[src/rtl/dac_control_if.sv]
// EBI bus bundle for the DAC controller: address, write data, strobes and
// the registered read-back path.
interface dac_control_if;
  logic [18:0] addr;
  logic [15:0] data_in;
  logic        enable;
  logic        re;
  logic        wr;
  logic [15:0] data_out;

  modport master (output addr, data_in, enable, re, wr, input data_out);
  modport slave  (input addr, data_in, enable, re, wr, output data_out);
endinterface

[src/rtl/dac_control.sv]
// EBI-mapped controller for an 8-channel serial DAC (16-bit SYNC-framed words, MSB first).
// Optional LDAC strobe output is built when DAC_LDAC_EN is defined.
module dac_control #(
  parameter int POSITION = 0,
  parameter int CLK_DIV  = 4
) (
  input  logic          clk,
  input  logic          reset,
  dac_control_if.slave  bus,
  output logic          dac_sclk,
  output logic          dac_nsync,
`ifdef DAC_LDAC_EN
  output logic          dac_nldac,
`endif
  output logic          dac_din
);

  localparam int DIV_W = $clog2(CLK_DIV + 1);

  typedef enum logic [1:0] {S_IDLE, S_SHIFT, S_GAP, S_LDAC} state_t;

  state_t             r_state, w_state_nxt;
  logic [DIV_W-1:0]   r_div, w_div_nxt;
  logic               r_half, w_half_nxt;
  logic [3:0]         r_bit, w_bit_nxt;
  logic [15:0]        r_shift, w_shift_nxt;
  logic               r_sclk, w_sclk_nxt;
  logic               r_nsync, w_nsync_nxt;
  logic               r_din, w_din_nxt;
  logic [2:0]         r_last, w_last_nxt;
  logic [7:0]         r_pending, w_pend_clr, w_pend_set;
  logic               r_ctrl_pending, w_ctrl_clr;
  logic [11:0]        r_value [8];
  logic [15:0]        r_ctrl_word;
  logic [15:0]        r_data_out;
  logic               w_ldac_bit;

  logic       w_sel, w_wr, w_wr_val, w_wr_ctrl, w_busy, w_div_end, w_found;
  logic [3:0] w_cmd;
  logic [2:0] w_ch, w_pick;
  logic       w_unused;

  assign w_sel     = bus.enable && (bus.addr[15:8] == 8'(POSITION));
  assign w_cmd     = bus.addr[3:0];
  assign w_ch      = bus.addr[6:4];
  assign w_wr      = w_sel && bus.wr;
  assign w_wr_val  = w_wr && (w_cmd == 4'h1);
  assign w_wr_ctrl = w_wr && (w_cmd == 4'h4);
  assign w_pend_set = w_wr_val ? (8'b1 << w_ch) : 8'b0;
  assign w_div_end = (r_div == DIV_W'(CLK_DIV - 1));
  assign w_busy    = (r_state != S_IDLE) || (|r_pending) || r_ctrl_pending;
  assign w_unused  = &{1'b0, bus.addr[18:16], bus.addr[7]};

`ifdef DAC_LDAC_EN
  logic r_ldac_req, r_nldac, w_nldac_nxt, w_ldac_clr, w_wr_ldac;
  assign w_wr_ldac  = w_wr && (w_cmd == 4'hC);
  assign w_ldac_bit = r_ldac_req;
  assign dac_nldac  = r_nldac;
`else
  assign w_ldac_bit = 1'b0;
`endif

  // Round-robin search starting just after the last channel served
  always_comb begin
    logic [2:0] idx;
    w_found = 1'b0;
    w_pick  = r_last;
    for (int i = 1; i <= 8; i++) begin
      idx = r_last + 3'(i);
      if (!w_found && r_pending[idx]) begin
        w_found = 1'b1;
        w_pick  = idx;
      end
    end
  end

  always_comb begin
    w_state_nxt = r_state;
    w_div_nxt   = w_div_end ? '0 : r_div + DIV_W'(1);
    w_half_nxt  = r_half;
    w_bit_nxt   = r_bit;
    w_shift_nxt = r_shift;
    w_sclk_nxt  = r_sclk;
    w_nsync_nxt = r_nsync;
    w_din_nxt   = r_din;
    w_last_nxt  = r_last;
    w_pend_clr  = 8'b0;
    w_ctrl_clr  = 1'b0;
`ifdef DAC_LDAC_EN
    w_nldac_nxt = r_nldac;
    w_ldac_clr  = 1'b0;
`endif
    case (r_state)
      S_IDLE: begin
        w_div_nxt   = '0;
        w_half_nxt  = 1'b0;
        w_bit_nxt   = 4'd0;
        w_sclk_nxt  = 1'b1;
        w_nsync_nxt = 1'b1;
        w_din_nxt   = 1'b0;
        if (r_ctrl_pending) begin
          w_shift_nxt = r_ctrl_word;
          w_din_nxt   = r_ctrl_word[15];
          w_ctrl_clr  = 1'b1;
          w_nsync_nxt = 1'b0;
          w_state_nxt = S_SHIFT;
        end else if (w_found) begin
          w_shift_nxt = {1'b0, w_pick, r_value[w_pick]};
          w_din_nxt   = 1'b0;
          w_pend_clr  = 8'b1 << w_pick;
          w_last_nxt  = w_pick;
          w_nsync_nxt = 1'b0;
          w_state_nxt = S_SHIFT;
        end
`ifdef DAC_LDAC_EN
        else if (r_ldac_req) begin
          w_nldac_nxt = 1'b0;
          w_state_nxt = S_LDAC;
        end
`endif
      end
      S_SHIFT: begin
        if (w_div_end) begin
          if (!r_half) begin
            w_half_nxt = 1'b1;
            w_sclk_nxt = 1'b0;
          end else begin
            w_half_nxt  = 1'b0;
            w_sclk_nxt  = 1'b1;
            w_shift_nxt = {r_shift[14:0], 1'b0};
            w_din_nxt   = r_shift[14];
            w_bit_nxt   = r_bit + 4'd1;
            if (r_bit == 4'd15) begin
              w_nsync_nxt = 1'b1;
              w_din_nxt   = 1'b0;
              w_state_nxt = S_GAP;
            end
          end
        end
      end
      S_GAP: begin
        if (w_div_end) begin
          w_half_nxt = ~r_half;
          if (r_half) w_state_nxt = S_IDLE;
        end
      end
      default: begin
`ifdef DAC_LDAC_EN
        if (w_div_end) begin
          w_half_nxt = ~r_half;
          if (r_half) begin
            w_nldac_nxt = 1'b1;
            w_ldac_clr  = 1'b1;
            w_state_nxt = S_IDLE;
          end
        end
`else
        w_state_nxt = S_IDLE;
`endif
      end
    endcase
  end

  always_ff @(posedge clk or posedge reset) begin
    if (reset) begin
      r_state        <= S_IDLE;
      r_div          <= '0;
      r_half         <= 1'b0;
      r_bit          <= 4'd0;
      r_shift        <= 16'd0;
      r_sclk         <= 1'b1;
      r_nsync        <= 1'b1;
      r_din          <= 1'b0;
      r_last         <= 3'd7;
      r_pending      <= 8'd0;
      r_ctrl_pending <= 1'b0;
    end else begin
      r_state        <= w_state_nxt;
      r_div          <= w_div_nxt;
      r_half         <= w_half_nxt;
      r_bit          <= w_bit_nxt;
      r_shift        <= w_shift_nxt;
      r_sclk         <= w_sclk_nxt;
      r_nsync        <= w_nsync_nxt;
      r_din          <= w_din_nxt;
      r_last         <= w_last_nxt;
      // A host write landing on the same clock as the FSM clear keeps the request
      r_pending      <= (r_pending & ~w_pend_clr) | w_pend_set;
      r_ctrl_pending <= (r_ctrl_pending & ~w_ctrl_clr) | w_wr_ctrl;
    end
  end

`ifdef DAC_LDAC_EN
  always_ff @(posedge clk or posedge reset) begin
    if (reset) begin
      r_ldac_req <= 1'b0;
      r_nldac    <= 1'b1;
    end else begin
      r_ldac_req <= (r_ldac_req & ~w_ldac_clr) | w_wr_ldac;
      r_nldac    <= w_nldac_nxt;
    end
  end
`endif

  always_ff @(posedge clk or posedge reset) begin
    if (reset) begin
      for (int i = 0; i < 8; i++) r_value[i] <= 12'd0;
      r_ctrl_word <= 16'd0;
    end else begin
      if (w_wr_val)  r_value[w_ch] <= bus.data_in[11:0];
      if (w_wr_ctrl) r_ctrl_word   <= {1'b1, bus.data_in[14:0]};
    end
  end

  always_ff @(posedge clk or posedge reset) begin
    if (reset) begin
      r_data_out <= 16'd0;
    end else if (w_sel && bus.re) begin
      case (w_cmd)
        4'h9:    r_data_out <= 16'h0DAC;
        4'hA:    r_data_out <= {15'd0, w_busy};
        4'hB:    r_data_out <= {6'd0, w_ldac_bit, r_ctrl_pending, r_pending};
        default: r_data_out <= 16'd0;
      endcase
    end else begin
      r_data_out <= 16'd0;
    end
  end

  assign bus.data_out = r_data_out;
  assign dac_sclk     = r_sclk;
  assign dac_nsync    = r_nsync;
  assign dac_din      = r_din;

endmodule

[src/flat_wrapper.sv]
// flat-port wrapper written by rule: the top's interface ports become plain ports
module dac_control_flat 
#(
  parameter int POSITION = 0,
  parameter int CLK_DIV  = 4
)
  (clk, reset, dac_sclk, dac_nsync, dac_din, bus_addr, bus_data_in, bus_enable, bus_re, bus_wr, bus_data_out);
  dac_control_if bus_i ();
  input  logic clk;
  input  logic reset;
  output logic dac_sclk;
  output logic dac_nsync;
  output logic dac_din;
  input wire logic [$bits(bus_i.addr)-1:0] bus_addr;
  input wire logic [$bits(bus_i.data_in)-1:0] bus_data_in;
  input wire logic [$bits(bus_i.enable)-1:0] bus_enable;
  input wire logic [$bits(bus_i.re)-1:0] bus_re;
  input wire logic [$bits(bus_i.wr)-1:0] bus_wr;
  output wire logic [$bits(bus_i.data_out)-1:0] bus_data_out;
  assign bus_i.addr = bus_addr;
  assign bus_i.data_in = bus_data_in;
  assign bus_i.enable = bus_enable;
  assign bus_i.re = bus_re;
  assign bus_i.wr = bus_wr;
  assign bus_data_out = bus_i.data_out;
  dac_control #(.POSITION(POSITION), .CLK_DIV(CLK_DIV)) u_core (.clk(clk), .reset(reset), .bus(bus_i), .dac_sclk(dac_sclk), .dac_nsync(dac_nsync), .dac_din(dac_din));
endmodule
[config.mk]
export PLATFORM = sky130hd
export DESIGN_NAME = dac_control_flat
export DESIGN_NICKNAME = d
export VERILOG_FILES = /design/src/rtl/dac_control_if.sv /design/src/rtl/dac_control.sv /design/src/flat_wrapper.sv
export SDC_FILE = /design/constraint.sdc
export NUM_CORES = 1
export LEC_CHECK = 0
export ABC_AREA = 1
export ABC_CLOCK_PERIOD_IN_PS = 8100
export CAP_MARGIN = 25
export CORE_AREA = 2 2 158 160
export DETAILED_ROUTE_END_ITERATION = 6
export DIE_AREA = 0 0 160 162
export PLACE_DENSITY = 0.62
export SLEW_MARGIN = 20
export SYNTH_ARGS = -nofsm -noshare
export SYNTH_HDL_FRONTEND = slang
export SYNTH_SLANG_ARGS = --single-unit
[constraint.sdc]
create_clock -name clk -period 8.1 [get_ports clk]
set_input_delay 1.215 -clock clk [delete_from_list [all_inputs] [get_ports clk]]
set_output_delay 1.215 -clock clk [all_outputs]
set_load 0.005 [all_outputs]
==> impl_metrics.xml, run 1 <==
<?xml version="1.0" encoding="UTF-8"?>
<metrics>
  <group name="yosys">
    <metric name="synth-compound-area-share" unit="">0.104</metric>
    <metric name="synth_adder_area_share" unit="">0.0120</metric>
    <metric name="synthArstFlopShare" unit="">1.00</metric>
    <metric name="yosysUniqueCellTypes" unit="">38</metric>
    <metric name="largest_cells_by_area_after_synthesis" unit="">dfrtp_1 47%, nand2_1 18%, o21ai_0 8.2%</metric>
    <metric name="syn_inst" unit="">1097</metric>
    <metric name="yosys-mux-area-fraction" unit="">0.00135</metric>
    <metric name="ys_seq_area_frac" unit="">0.487</metric>
    <metric name="yosys.cell_count.top_type" unit="">nand2_1</metric>
    <metric name="number_of_register_bits_inferred_by_synthesis" unit="">162</metric>
    <metric name="synth_simple_gate_area_share" unit="">0.327</metric>
    <metric name="synth_area" unit="sq mm">0.00833</metric>
    <metric name="yosys_top_cell_area_share" unit="">0.472</metric>
    <metric name="synth.top_cells.by_count" unit="">410 x nand2_1, 157 x dfrtp_1, 137 x o21ai_0</metric>
    <metric name="synth_top_family_by_area" unit="">simple AND/OR/NAND/NOR gates</metric>
    <metric name="synth_enable_flop_cells" unit="">0</metric>
    <metric name="share_of_the_synthesized_netlist_area_taken_by_xor_and_xnor_gates" unit="">0.00406</metric>
    <metric name="synth.largest_area_cell" unit="">dfrtp_1</metric>
    <metric name="postSynth.topFlopCell" unit="">dfrtp_1</metric>
    <metric name="yosysWarnings" unit="">0</metric>
    <metric name="syn_area_per_cell" unit="sq um">7.59</metric>
  </group>
  <group name="sta">
    <metric name="finalSetupViolCount" unit="">0</metric>
    <metric name="worst_max_slew_margin_expressed_relative_to_the_limit" unit="">0.327</metric>
    <metric name="achievable-frequency" unit="MHz">232</metric>
    <metric name="setup_repair_after_global_routing_missed_its_margin" unit="">false</metric>
    <metric name="worst_slew_pin_slew" unit="ns">1.01</metric>
    <metric name="final.setup.tns" unit="ns">0</metric>
    <metric name="timing.clock.skew" unit="ns">0.0139</metric>
    <metric name="final-max-slew-violation-count" unit="">0</metric>
    <metric name="postLayoutSetupSlackWorst" unit="ns">3.78</metric>
    <metric name="hold_slack" unit="ns">0.444</metric>
    <metric name="timing.final.hold_violations" unit="">0</metric>
    <metric name="fin_crit_sh" unit="">0.533</metric>
    <metric name="fin_crit" unit="ns">4.32</metric>
  </group>
  <group name="grt">
    <metric name="grt_pass1_wl" unit="um">36200</metric>
    <metric name="overflow" unit="">0</metric>
    <metric name="grt_pass1_vias" unit="">6812</metric>
    <metric name="antenna_found_initial" unit="">0</metric>
    <metric name="grt_util_all_layers" unit="">0.176</metric>
    <metric name="grt_max_degree" unit="">87</metric>
  </group>
  <group name="route">
    <metric name="detailedRoute.firstIterationViolations" unit="">501</metric>
    <metric name="drt_wl_total" unit="um">21700</metric>
    <metric name="antenna_violation_net_count_after_detailed_routing" unit="">0</metric>
    <metric name="post_drt_via_cell_ratio" unit="">4.94</metric>
    <metric name="detailroute.via_count" unit="">7181</metric>
    <metric name="route.detailed.drc" unit="">0</metric>
    <metric name="drt-wirelength-per-cell" unit="um">14.9</metric>
    <metric name="drt_first_pass_iters" unit="">4</metric>
  </group>
  <group name="pwr">
    <metric name="vdd_drop_max" unit="uV">145</metric>
    <metric name="comb_power_share" unit="">0.029</metric>
    <metric name="cellPowerDensity" unit="mW/mm^2">171</metric>
    <metric name="power.switching" unit="uW">376</metric>
    <metric name="switching_share" unit="">0.229</metric>
    <metric name="internal_power" unit="mW">1.27</metric>
    <metric name="pwr-share-seq" unit="">0.493</metric>
    <metric name="pwr-share-clk" unit="">0.478</metric>
    <metric name="static_leakage" unit="nW">4.61</metric>
    <metric name="design_power_total" unit="mW">1.64</metric>
  </group>
  <group name="floorplan">
    <metric name="core.rowCount" unit="">57</metric>
    <metric name="core_area" unit="sq mm">0.0241</metric>
    <metric name="ios" unit="">59</metric>
    <metric name="floorplan.die.height" unit="um">162</metric>
    <metric name="dieWidth" unit="um">160</metric>
    <metric name="fp.dieArea" unit="sq mm">0.0259</metric>
    <metric name="initial_core_util" unit="">0.346</metric>
  </group>
  <group name="layout">
    <metric name="num-nets-final" unit="">1166</metric>
    <metric name="insertedDiodeCount" unit="">0</metric>
    <metric name="multi_input_comb_area" unit="sq mm">0.00376</metric>
    <metric name="area_growth_syn_to_layout" unit="%">15.0</metric>
    <metric name="register_area" unit="sq mm">0.00406</metric>
    <metric name="final.fill_count" unit="">2549</metric>
    <metric name="drive_above_1_share" unit="">0.0681</metric>
    <metric name="design_area" unit="sq mm">0.00958</metric>
  </group>
  <group name="clock_network">
    <metric name="ctsResizeCount" unit="">0</metric>
    <metric name="cts.clk_slew.worst_paths" unit="ns">0.07</metric>
    <metric name="ctsLongestPathBuffers" unit="">2</metric>
    <metric name="cts_tree" unit="">yes</metric>
    <metric name="cts_sinks" unit="">162</metric>
    <metric name="hold_buffers" unit="">0</metric>
    <metric name="numCtsBuffers" unit="">17</metric>
    <metric name="clock_latency_on_the_worst_skew_pair" unit="ns">0.43</metric>
    <metric name="ctsRootBufferMaster" unit="">clkbuf_16</metric>
    <metric name="cts_htree_levels" unit="">4</metric>
    <metric name="cts.repair_timing.setup_buffer_count" unit="">0</metric>
  </group>
  <group name="worst_setup_path">
    <metric name="critical_path_arrival" unit="ns">4.63</metric>
    <metric name="setup.worst_path.start_class" unit="">flip-flop</metric>
    <metric name="worst-setup-path-type" unit="">flip-flop to flip-flop</metric>
    <metric name="reg2reg_slack" unit="ns">3.78</metric>
    <metric name="cp_capture_type" unit="">flip-flop</metric>
    <metric name="crit_path_max_fanout" unit="">45</metric>
    <metric name="worst-endpoint-required" unit="ns">8.41</metric>
  </group>
  <group name="worst_hold_path">
    <metric name="worst_hold_path_type" unit="">flip-flop to flip-flop</metric>
  </group>
  <group name="run_status">
    <metric name="status" unit="">complete, no violations</metric>
  </group>
  <group name="placed_design">
    <metric name="finalWeightedCongestion" unit="">0.819</metric>
    <metric name="hpwlAfterDp" unit="um">13200</metric>
    <metric name="placement.setup.worst_slack" unit="ns">3.77</metric>
    <metric name="dpl-instance-area" unit="sq mm">0.00898</metric>
    <metric name="placement.io_buffers" unit="">48</metric>
  </group>
  <group name="run">
    <metric name="number_of_max_cap_violations" unit="">0</metric>
  </group>
</metrics>
[worst paths after layout]
| kind | startpoint | to | depth (start not counted) |
|---|---|---|---|
| hold / removal | u_core.r_div[0]$_DFF_PP0_ | u_core.r_div[0]$_DFF_PP0_ | 1 |
| hold reg to reg | u_core.r_div[0]$_DFF_PP0_ | u_core.r_div[0]$_DFF_PP0_ | 1 |
| setup / recovery | u_core.r_last[0]$_DFFE_PP1P_ | u_core.r_shift[11]$_DFFE_PP0P_ | 20 |
| setup reg to reg | u_core.r_last[0]$_DFFE_PP1P_ | u_core.r_shift[11]$_DFFE_PP0P_ | 20 |
| min in group asynchronous | reset | u_core.r_ctrl_word[13]$_DFFE_PP0P_ | 2 |
| max in group asynchronous | reset | u_core.r_last[2]$_DFFE_PP1P_ | 4 |
[per-stage QoR]
stage           util  cells
3_3_place_gp   0.373   1422
6_report       0.397   1455
3_5_place_dp   0.373   1422
4_1_cts        0.396   1454
5_1_grt        0.397   1455
2_1_floorplan      -   1101
[layout by cell type (no fill, tap or decap), types with 5 or more instances in the layout]
master,count
nand2_1,410
dfrtp_1,157
o21ai_0,137
nand3_1,118
nor2_1,65
inv_1,54
clkdlybuf4s50_1,48
a21oi_1,22
clkbuf_16,17
nand3_2,9
nand2_2,8
ha_1,8
inv_6,6
buf_4,6
nor3_1,5
inv_2,5
conb_1,5
dfstp_2,5
[metal layers]
| metal | vias up | track usage | wire length, um |
|---|---|---|---|
| met5 | - | 0 | 0 |
| met4 | 0 | 0.0602 | 392 |
| met3 | 29 | 0.0322 | 1240 |
| met2 | 196 | 0.281 | 9990 |
| met1 | 3370 | 0.241 | 10100 |
| li1 | 3586 | - | - |
[power groups by stage]
stage	sequential (mW)	clock, mW	combinational, mW
2_1_floorplan	0.825	0	0.0214
3_3_place_gp	0.825	0	0.0480
3_5_place_dp	0.825	0	0.0482
4_1_cts	0.810	0.799	0.0484
5_1_grt	0.809	0.832	0.0546
6_report	0.810	0.784	0.0477
[worst max-delay path, cell delays in order (launching register included)]
cell,delay [ns]
dfstp_2,0.70
inv_2,0.20
ha_1,0.44
inv_2,0.19
nand3_1,0.14
nand3_2,0.14
nand2_4,0.09
nor2_8,0.15
nand4_4,0.10
nor2_4,0.16
nand2_4,0.10
nand2_4,0.46
nand2_2,0.52
nand2_1,0.17
nand2_1,0.06
nand2_1,0.06
nand2_1,0.08
nand2_1,0.06
nand3_1,0.18
nand2_1,0.12
nand2_1,0.05
[flip-flops by register name, indices dropped and copies added, names as in the netlist]
signal and cells:
u_core.r_bit 4, u_core.r_pending 8, u_core.r_last 3, u_core.r_half 1, u_core.dac_din 1, u_core.r_value 96, u_core.r_div 3, u_core.r_shift 15
u_core.dac_nsync 1, u_core.r_ctrl_word 16, u_core.r_state 2, u_core.dac_sclk 1, u_core.r_ctrl_pending 1, u_core.bus.data_out 10
[logic make-up after synthesis]
| family | Yosys count |
|---|---|
| buf+inv | 118 |
| simple gates | 635 |
| compound gates | 169 |
| flops | 162 |
| fa+ha+maj | 8 |
| mux | 1 |
| other cells | 1 |
| xor+xnor | 3 |
[area by class of cell]
cell class                 instances  share of cell area
multi-input combinational        821               0.392
clock inverter                    12              0.0127
tap                              324              0.0423
sequential                       162               0.424
inverter                          61              0.0244
clock buffer                      20              0.0466
timing repair buffer              55              0.0577
(Power assumes the default switching activity.)
==> inputs of run 2 (changes only) <==
--- a/config.mk
+++ b/config.mk
@@ -6,12 +6,12 @@
 export NUM_CORES = 1
 export LEC_CHECK = 0
 export ABC_AREA = 1
-export ABC_CLOCK_PERIOD_IN_PS = 8100
+export ABC_CLOCK_PERIOD_IN_PS = 3600
 export CAP_MARGIN = 25
 export CORE_AREA = 2 2 158 160
 export DETAILED_ROUTE_END_ITERATION = 6
 export DIE_AREA = 0 0 160 162
-export PLACE_DENSITY = 0.62
+export PLACE_DENSITY = 0.64
 export SLEW_MARGIN = 20
 export SYNTH_ARGS = -nofsm -noshare
 export SYNTH_HDL_FRONTEND = slang
==> constraint.sdc (replaced) <==
create_clock -name clk -period 3.6 [get_ports clk]
set_input_delay 0.54 -clock clk [delete_from_list [all_inputs] [get_ports clk]]
set_output_delay 0.54 -clock clk [all_outputs]
set_load 0.005 [all_outputs]
==> run 2 against run 1 <==
  * Total power increased by 120%
  * Hold slack got worse by 0.0061 ns
  * Final cell count increased by 1.5%
  * Non-clock buffer count increased by 22
  * Utilization increased by 0.81 points
  * Design area increased by 2.0%
  * First-iteration DRC count increased by 18%
  * Critical path type unchanged
==> impl_metrics.xml, run 2 (synthesized netlist as in run 1, its figures left out) <==
<?xml version="1.0" encoding="UTF-8"?>
<metrics>
  <group name="worst_setup_path">
    <metric name="critPathLaunch" unit="">u_core.r_last[0]$_DFFE_PP1P_</metric>
    <metric name="reg2reg_slack" unit="ns">0.25</metric>
    <metric name="critical_path.reg2reg.startpoint" unit="">u_core.r_last[0]$_DFFE_PP1P_</metric>
    <metric name="worst-setup-path-type" unit="">flip-flop to flip-flop</metric>
    <metric name="setup.worst_path.start_class" unit="">flip-flop</metric>
    <metric name="crit_path_max_fanout" unit="">18</metric>
    <metric name="cp_capture_type" unit="">flip-flop</metric>
    <metric name="critical_path_arrival" unit="ns">3.66</metric>
    <metric name="worst-endpoint-required" unit="ns">3.91</metric>
  </group>
  <group name="route">
    <metric name="detailroute.via_count" unit="">7334</metric>
    <metric name="drt-wirelength-per-cell" unit="um">14.8</metric>
    <metric name="detailedRoute.firstIterationViolations" unit="">592</metric>
    <metric name="drt_wl_total" unit="um">21900</metric>
    <metric name="antenna_violation_net_count_after_detailed_routing" unit="">0</metric>
    <metric name="route.detailed.drc" unit="">0</metric>
    <metric name="post_drt_via_cell_ratio" unit="">4.97</metric>
    <metric name="drt_first_pass_iters" unit="">5</metric>
  </group>
  <group name="floorplan">
    <metric name="ios" unit="">59</metric>
    <metric name="dieWidth" unit="um">160</metric>
    <metric name="initial_core_util" unit="">0.346</metric>
    <metric name="core.rowCount" unit="">57</metric>
    <metric name="floorplan.die.height" unit="um">162</metric>
    <metric name="core_area" unit="sq mm">0.0241</metric>
    <metric name="fp.dieArea" unit="sq mm">0.0259</metric>
  </group>
  <group name="sta">
    <metric name="fin_crit_sh" unit="">0.931</metric>
    <metric name="final.setup.tns" unit="ns">0</metric>
    <metric name="fin_crit" unit="ns">3.35</metric>
    <metric name="worst_max_slew_margin_expressed_relative_to_the_limit" unit="">0.399</metric>
    <metric name="worst_slew_pin_slew" unit="ns">0.899</metric>
    <metric name="timing.final.hold_violations" unit="">0</metric>
    <metric name="hold_slack" unit="ns">0.438</metric>
    <metric name="setup_repair_after_global_routing_missed_its_margin" unit="">false</metric>
    <metric name="final-max-slew-violation-count" unit="">0</metric>
    <metric name="achievable-frequency" unit="MHz">298</metric>
    <metric name="postLayoutSetupSlackWorst" unit="ns">0.248</metric>
    <metric name="finalSetupViolCount" unit="">0</metric>
    <metric name="timing.clock.skew" unit="ns">0.0154</metric>
  </group>
  <group name="clock_network">
    <metric name="clock_latency_on_the_worst_skew_pair" unit="ns">0.44</metric>
    <metric name="cts.repair_timing.setup_buffer_count" unit="">0</metric>
    <metric name="cts_sinks" unit="">162</metric>
    <metric name="cts_htree_levels" unit="">4</metric>
    <metric name="cts.clk_slew.worst_paths" unit="ns">0.07</metric>
    <metric name="ctsLongestPathBuffers" unit="">2</metric>
    <metric name="cts_tree" unit="">yes</metric>
    <metric name="ctsRootBufferMaster" unit="">clkbuf_16</metric>
    <metric name="numCtsBuffers" unit="">17</metric>
  </group>
  <group name="pwr">
    <metric name="pwr-share-seq" unit="">0.494</metric>
    <metric name="pwr-share-clk" unit="">0.476</metric>
    <metric name="switching_share" unit="">0.233</metric>
    <metric name="internal_power" unit="mW">2.83</metric>
    <metric name="vdd_drop_max" unit="uV">341</metric>
    <metric name="design_power_total" unit="mW">3.69</metric>
    <metric name="comb_power_share" unit="">0.030</metric>
    <metric name="static_leakage" unit="nW">4.71</metric>
    <metric name="power.switching" unit="uW">861</metric>
    <metric name="cellPowerDensity" unit="mW/mm^2">377</metric>
  </group>
  <group name="layout">
    <metric name="final_cell_count_no_fill" unit="">1477</metric>
    <metric name="biggestRegsByFlops" unit="">u_core.r_value (96), u_core.r_ctrl_word (16), u_core.r_shift (15)</metric>
    <metric name="final_common_cell" unit="">nand2_1</metric>
    <metric name="area_growth_syn_to_layout" unit="%">17.3</metric>
    <metric name="final.fill_count" unit="">2491</metric>
    <metric name="finish.utilization" unit="">0.405</metric>
    <metric name="drive_above_1_share" unit="">0.0876</metric>
    <metric name="largest_register_ff_count" unit="">96</metric>
    <metric name="mostFrequentLayoutCells" unit="">409 x nand2_1, 157 x dfrtp_1, 137 x o21ai_0</metric>
    <metric name="design_area" unit="sq mm">0.00977</metric>
    <metric name="largest-register" unit="">u_core.r_value</metric>
    <metric name="num-nets-final" unit="">1188</metric>
    <metric name="insertedDiodeCount" unit="">0</metric>
  </group>
  <group name="worst_hold_path">
    <metric name="min_from" unit="">u_core.r_div[0]$_DFF_PP0_</metric>
    <metric name="worst_hold_path_type" unit="">flip-flop to flip-flop</metric>
  </group>
  <group name="placed_design">
    <metric name="placement.setup.worst_slack" unit="ns">0.134</metric>
    <metric name="dpl-instance-area" unit="sq mm">0.00920</metric>
    <metric name="hpwlAfterDp" unit="um">13800</metric>
    <metric name="placed_instances" unit="">1445</metric>
    <metric name="finalWeightedCongestion" unit="">0.847</metric>
    <metric name="placement.io_buffers" unit="">48</metric>
  </group>
  <group name="grt">
    <metric name="grt_pass1_vias" unit="">6851</metric>
    <metric name="grt_max_degree" unit="">55</metric>
    <metric name="grt_pass1_wl" unit="um">36300</metric>
    <metric name="overflow" unit="">0</metric>
    <metric name="grt_util_all_layers" unit="">0.176</metric>
    <metric name="antenna_found_initial" unit="">0</metric>
  </group>
  <group name="run">
    <metric name="number_of_max_cap_violations" unit="">0</metric>
  </group>
  <group name="run_status">
    <metric name="status" unit="">complete, no violations</metric>
  </group>
</metrics>
run 2: cell types whose count changed in the layout (fill, tap and decap cells not counted), sizes merged:
| cell | delta |
|---|---|
| buf | +22 |
| clkinvlp | +2 |
| inv | -2 |
| clkbuf | -1 |
| clkinv | +1 |
run 2: area by class of cell:
| class | count | area, sq um | share of cell area |
|---|---|---|---|
| clock inverters | 13 | 128 | 0.0131 |
| repair buffers | 77 | 752 | 0.0769 |
| inverters | 61 | 233 | 0.0238 |
| well taps | 324 | 405 | 0.0415 |
| clock buffers | 19 | 433 | 0.0443 |
| multi-input cells | 821 | 3760 | 0.385 |
| flip-flops and latches | 162 | 4060 | 0.415 |
run 2: path summary, 6_finish.rpt:
| check | cells after the start | to |
|---|---|---|
| worst max-delay path | 22 | u_core.r_shift[3]$_DFFE_PP0P_ |
| min in group asynchronous | 2 | u_core.bus.data_out[2]$_DFF_PP0_ |
| max in group asynchronous | 3 | u_core.r_last[2]$_DFFE_PP1P_ |
| worst min-delay path | 1 | u_core.r_div[0]$_DFF_PP0_ |
| worst min register to register | 1 | u_core.r_div[0]$_DFF_PP0_ |
| worst max register to register | 22 | u_core.r_shift[3]$_DFFE_PP0P_ |
run 2: critical path, stage by stage, from the launching register on:
cell     delay (ns)
dfstp_2        0.54
inv_2          0.13
ha_2           0.44
inv_2          0.12
nand3_1        0.13
nand2_1        0.06
nand2_1        0.05
nand2_1        0.14
inv_1          0.15
nand4_1        0.19
nand2_1        0.11
nand2_1        0.08
nand2_4        0.14
nand2_2        0.19
buf_12         0.22
nand2_1        0.06
nand2_1        0.04
nand2_1        0.05
nand2_1        0.10
nand2_1        0.07
nand3_1        0.09
nand2_1        0.07
nand2_1        0.05
run 2: routing by layer:
metal  part of all wire  GRT usage  up-vias
met5                  0          0        -
met4              0.017     0.0602        0
met3              0.047     0.0345       26
met2               0.46      0.276      176
met1               0.47      0.244     3502
li1                   -          -     3630
run 2: power groups by stage:
stage | Combinational [mW] | Clock, mW | Sequential, mW
after global routing | 0.126 | 1.87 | 1.82
after floorplan | 0.0484 | 0 | 1.86
after global placement | 0.114 | 0 | 1.86
after CTS | 0.115 | 1.79 | 1.82
after detailed placement | 0.115 | 0 | 1.86
final | 0.111 | 1.76 | 1.82
run 2: repair_timing:
action / CTS / global route
setup endpoints to repair: 0 / 11
hold buffers: 0 / 0
gates resized for setup: 0 / 3
